[src/rtl/pbit_pkg.sv]
// rtl/pbit_pkg.sv - shared FSM encoding and LFSR constants for the p-bit RNG arbiter
package pbit_pkg;

    typedef enum logic [1:0] {
        ST_IDLE   = 2'd0,
        ST_GRANT  = 2'd1,
        ST_RESEED = 2'd2
    } arb_state_e;

    // Feedback taps: bits 31, 21, 1 and 0
    localparam logic [31:0] LFSR_TAPS   = 32'h8020_0003;
    // XNOR feedback can never leave the all-ones state
    localparam logic [31:0] LFSR_LOCKUP = 32'hFFFF_FFFF;

    // One LFSR step: shift left, XNOR of the tapped bits enters at bit 0
    function automatic logic [31:0] lfsr_next(input logic [31:0] s);
        return {s[30:0], ~^(s & LFSR_TAPS)};
    endfunction

endpackage

[src/rtl/lfsr_core.sv]
// rtl/lfsr_core.sv - 32-bit XNOR LFSR with synchronous load and step enable
module lfsr_core
    import pbit_pkg::*;
#(
    parameter logic [31:0] SEED = 32'd1
) (
    input  logic        clk,
    input  logic        rst,
    input  logic        en,
    input  logic        load,
    input  logic [31:0] load_val,
    output logic [31:0] state
);

    logic [31:0] state_q;

    // Reset to SEED; a load beats a step; otherwise hold
    always_ff @(posedge clk) begin
        if (rst) begin
            state_q <= SEED;
        end else if (load) begin
            state_q <= load_val;
        end else if (en) begin
            state_q <= lfsr_next(state_q);
        end
    end

    assign state = state_q;

endmodule

[src/rtl/pbit_rng_arbiter.sv]
// rtl/pbit_rng_arbiter.sv - round-robin arbiter sharing one LFSR among p-bit requesters
module pbit_rng_arbiter
    import pbit_pkg::*;
#(
    parameter int          NREQ  = 4,
    parameter int          WIDTH = 32,
    parameter logic [31:0] SEED  = 32'd1
) (
    input  logic             clk,
    input  logic             rst,
    input  logic [NREQ-1:0]  req,
    output logic [NREQ-1:0]  gnt,
    output logic [WIDTH-1:0] rnd,
    input  logic             seed_load,
    input  logic [31:0]      seed,
    output logic             busy,
    output logic [15:0]      sweep_cnt
);

    localparam int IW = (NREQ > 1) ? $clog2(NREQ) : 1;
    localparam logic [IW-1:0] LAST_IDX = IW'(NREQ - 1);

    arb_state_e       state_q;
    logic [IW-1:0]    ptr_q;
    logic [NREQ-1:0]  gnt_q;
    logic [WIDTH-1:0] rnd_q;
    logic             busy_q;
    logic [15:0]      sweep_cnt_q;
    logic             reseed_pend_q;
    logic [31:0]      seed_hold_q;

    logic             reseed_go;
    logic             grant_go;
    logic             win_found;
    logic [IW-1:0]    win_idx;
    logic [IW-1:0]    ptr_d;
    logic [NREQ-1:0]  win_onehot;
    int               cand;
    logic [IW-1:0]    cand_idx;
    logic [31:0]      seed_sel;
    logic [31:0]      load_val;
    logic [31:0]      lfsr_state;

    // A reseed strobe that lands while busy is remembered and served from IDLE;
    // reseed has priority over requests, which simply stay pending
    assign reseed_go = (state_q == ST_IDLE) && (seed_load || reseed_pend_q);
    assign grant_go  = (state_q == ST_IDLE) && !reseed_go && win_found;

    // Round-robin search starting at ptr, wrapping modulo NREQ
    always_comb begin
        win_found = 1'b0;
        win_idx   = '0;
        cand      = 0;
        cand_idx  = '0;
        for (int k = 0; k < NREQ; k++) begin
            cand = int'(ptr_q) + k;
            if (cand >= NREQ) begin
                cand = cand - NREQ;
            end
            cand_idx = IW'(cand);
            if (!win_found && req[cand_idx]) begin
                win_found = 1'b1;
                win_idx   = cand_idx;
            end
        end
    end

    assign win_onehot = {{(NREQ-1){1'b0}}, 1'b1} << win_idx;
    assign ptr_d      = (win_idx == LAST_IDX) ? '0 : win_idx + 1'b1;

    // A fresh strobe supplies its own seed; a deferred one uses the held copy.
    // The all-ones lock-up value is replaced by SEED.
    assign seed_sel = seed_load ? seed : seed_hold_q;
    assign load_val = (seed_sel == LFSR_LOCKUP) ? SEED : seed_sel;

    lfsr_core #(
        .SEED (SEED)
    ) u_lfsr (
        .clk      (clk),
        .rst      (rst),
        .en       (grant_go),
        .load     (reseed_go),
        .load_val (load_val),
        .state    (lfsr_state)
    );

    // Control FSM: IDLE issues a grant or a reseed, each lasting exactly one cycle
    always_ff @(posedge clk) begin
        if (rst) begin
            state_q       <= ST_IDLE;
            ptr_q         <= '0;
            gnt_q         <= '0;
            rnd_q         <= '0;
            busy_q        <= 1'b0;
            sweep_cnt_q   <= '0;
            reseed_pend_q <= 1'b0;
            seed_hold_q   <= '0;
        end else begin
            if (seed_load) begin
                seed_hold_q <= seed;
            end
            case (state_q)
                ST_IDLE: begin
                    if (reseed_go) begin
                        state_q       <= ST_RESEED;
                        busy_q        <= 1'b1;
                        reseed_pend_q <= 1'b0;
                    end else if (grant_go) begin
                        state_q <= ST_GRANT;
                        busy_q  <= 1'b1;
                        gnt_q   <= win_onehot;
                        rnd_q   <= WIDTH'(lfsr_state);
                        ptr_q   <= ptr_d;
                        if (win_idx == LAST_IDX) begin
                            sweep_cnt_q <= sweep_cnt_q + 16'd1;
                        end
                    end
                end
                ST_GRANT, ST_RESEED: begin
                    state_q <= ST_IDLE;
                    busy_q  <= 1'b0;
                    gnt_q   <= '0;
                    rnd_q   <= '0;
                    if (seed_load) begin
                        reseed_pend_q <= 1'b1;
                    end
                end
                default: begin
                    state_q <= ST_IDLE;
                    busy_q  <= 1'b0;
                    gnt_q   <= '0;
                    rnd_q   <= '0;
                end
            endcase
        end
    end

    assign gnt       = gnt_q;
    assign rnd       = rnd_q;
    assign busy      = busy_q;
    assign sweep_cnt = sweep_cnt_q;

endmodule

[config.mk]
export PLATFORM = sky130hd
export DESIGN_NAME = pbit_rng_arbiter
export DESIGN_NICKNAME = d
export VERILOG_FILES = /design/src/rtl/pbit_pkg.sv /design/src/rtl/lfsr_core.sv /design/src/rtl/pbit_rng_arbiter.sv
export SDC_FILE = /design/constraint.sdc
export NUM_CORES = 1
export LEC_CHECK = 0
export BUFFER_PORTS_ARGS = -buffer_cell sky130_fd_sc_hd__buf_4
export CORE_ASPECT_RATIO = 0.9
export CORE_MARGIN = 5
export CORE_UTILIZATION = 48
export CTS_CLUSTER_DIAMETER = 120
export DETAILED_ROUTE_END_ITERATION = 10
export PLACE_DENSITY = 0.72
export SLEW_MARGIN = 20
export SYNTH_ARGS = -nofsm -noshare
export SYNTH_HDL_FRONTEND = slang
export SYNTH_SLANG_ARGS = --single-unit
[constraint.sdc]
create_clock -name clk -period 3.2 [get_ports clk]
set_input_delay 0.32 -clock clk [delete_from_list [all_inputs] [get_ports clk]]
set_output_delay 0.32 -clock clk [all_outputs]
set_load 0.01 [all_outputs]
==> metrics.yaml <==
path_max_fanout: 8
grt_usage_pct: 20.3
route.final.wire_length_um: 12200
drt_first_iter_violations: 243
fin_hold_ws_ps: 84.8
n_antenna_cell: 0
row_count: 34
path_clk_slew_ps: 60
firstDrtPassIters: 5
clock_skew_ps: 7.15
fp.dieArea_um2: 12100
cts_tree: "built"
wire_per_inst_um: 16.0
synth_cell_types: 40
ir_drop_mv: 0.356
die_w_um: 116
rsz0062_at_grt: "no"
area_growth_pct: 27.5
maxSlewViolCount: 0
synth_warnings: 0
via_count: 4137
drcViolationCount: 0
via_per_inst: 5.44
synth_edf_count: 0
dpl_cell_area_um2: 5550
yosysSeqAreaShare_pct: 50.7
layout.nets: 667
synth_area_per_cell_um2: 8.92
hold_buffers: 0
dp_cells: 729
port_buffers: 91
grt_overflow: 0
drive_above_1_share_pct: 21.3
worst_setup_path_start_kind: "flip-flop"
final.period_utilization_pct: 82.0
grt_start_max_net_pins: 86
hold_class: "in2reg"
min_period_ps: 2620
cts_buffer_depth: 2
die_h_um: 105
antenna_found_initial: 0
clkLatencyLatePin_ps: 520
power.leakage_nw: 2.52
grt_pass1_wl_um: 19600
gp_congestion: 0.847
status: "complete, no violations"
clock-root-buffer: "clkbuf_8"
crit_arrival_ps: 3030
synthArstFlopShare_pct: 0
place_worst_setup_slack_ps: 484
fillers: 813
grt_pass1_vias: 4042
timing.slew.headroom_pct: 43.9
stdcell_count: 761
syn_area_um2: 4810
synth-main-ff-cell: "dfxtp_1"
path_class: "reg2reg"
fin_tns_setup_ps: 0
htreeDepth: 4
p_per_area_nw_per_um2: 649
post-cts-setup-buffers: 0
tightest_slew_ps: 842
cts_resized: 0
critPathCaptureType: "flip-flop"
start_util_pct: 49.4
syn_inst: 540
final.setup.worst_slack_ps: 577
final_antenna_net_count: 0
finalHoldViolCount: 0
fmax_mhz: 381
dp_hpwl_um: 8220
final_area_um2: 6140
synth_fp_nets: 585
cap_violations: 0
crit_required_ps: 3600
cts_buffers: 17
ys_ff_latch: 122
cts_num_sinks: 122
core_um2: 9740
finalSetupViolCount: 0
num_io_pins: 92
==> cells in the final DEF, fill, tap and decap left out, types with 2 or more instances in the layout <==
cell type,netlist,final
xor2_1,7,7
mux2i_1,29,29
nor2_1,56,56
a211oi_1,2,2
a21boi_1,10,10
nand2b_1,3,3
o21ai_0,4,4
nand4_1,15,15
ha_1,6,6
nor2b_1,4,4
a21oi_1,47,47
o22ai_1,33,33
nand2_1,87,87
buf_4,0,96
nand3_1,9,9
a21boi_0,22,22
bufinv_16,0,3
dfxtp_1,122,122
clkinv_4,0,5
xnor2_1,9,9
inv_1,12,12
nor3b_1,2,2
or4_1,2,2
and3_1,4,4
clkinv_2,0,5
nor4_1,8,8
clkbuf_16,0,16
==> synthesized netlist by cell type, drive strengths merged (2+ instances only) <==
library cell  instances  area, um^2
inv                  12        45.0
nor4                  8        50.1
nor2                 56         210
xor2                  7        61.3
a211oi                2        15.0
ha                    6        75.1
and3                  4        25.0
a21oi                47         235
and2                  2        15.0
clkbuf               17        63.8
nor2b                 4        25.0
a21boi               32         240
dfxtp               122        2440
mux2i                29         290
nand3                10        55.1
nand2b                3        18.8
nor3b                 3        27.5
o21ai                 4        20.0
nand2                87         327
buf                  16        91.3
xnor2                 9        78.8
o22ai                33         206
or4                   2        15.0
nand4                15        93.8
==> where the power goes <==
group	switching, mW	total (mW)	internal [mW]
registers	0.0523	1.66	1.61
logic	0.268	0.436	0.168
clock network	0.701	1.89	1.18
total	1.02	3.98	2.96
==> critical path, cell delays in order (launching register included) <==
cell      delay, ps
dfxtp_1         390
nor2b_1          80
a21oi_1         120
nor2_1           60
a221oi_1        340
and2_1          230
ha_1            200
nand3_2         170
nor3_2          310
nor3b_1         250
mux2_2          350
==> state kept, by name (all words and copies together), names as in the netlist <==
signal,cells
rnd,32
seed_hold_q,32
u_lfsr.state,32
sweep_cnt,16
gnt,4
ptr_q,2
state_q,2
busy,1
reseed_pend_q,1
==> final timing paths <==
kind | from | endpoint | slack (ps) | cells past startpoint
min | seed[7] | seed_hold_q[7] | 80 | 3
max | ptr_q[0] | sweep_cnt[15] | 580 | 10
max reg2reg | ptr_q[0] | sweep_cnt[15] | 580 | 10
min reg2reg | rnd[16] | rnd[16] | 450 | 2
==> metal layers <==
layer / routed length (um) / vias up / global-route usage [%]
met5: 0 / - / 0
met4: 182 / 0 / 7.04
li1: - / 2047 / -
met2: 5810 / 118 / 32.4
met1: 5330 / 1954 / 26.2
met3: 840 / 18 / 5.72
==> kinds of logic (layout without fill, tap and decap cells) <==
kind of cell             after synthesis  count (layout)  share of synthesized area, %
AND/OR/NAND/NOR                      196             196                          18.3
AO/OA/AOI/OAI                        125             125                          16.1
flip-flops                           122             122                          50.7
buffers and inverters                 45             140                          4.16
multiplexers                          30              30                          6.26
XOR/XNOR                              16              16                          2.91
adder cells (fa/ha/maj)                6               6                          1.56
==> per-stage QoR <==
step	utilization, %	power (mW)
after global routing	63.0	4.15
after detailed placement	57.0	2.12
final	63.0	3.98
after CTS	63.0	4.01
after floorplan	-	1.97
after global placement	57.0	2.11
==> final cells by class <==
class | instances | area, um^2 | share of cell area, %
timing repair buffer | 96 | 721 | 11.7
clock buffer | 17 | 414 | 6.74
clock inverter | 15 | 175 | 2.85
inverter | 12 | 45.0 | 0.733
sequential | 122 | 2440 | 39.8
multi-input combinational | 373 | 2190 | 35.6
tap | 126 | 158 | 2.57
Note: power is estimated with default switching activity, not from simulation.
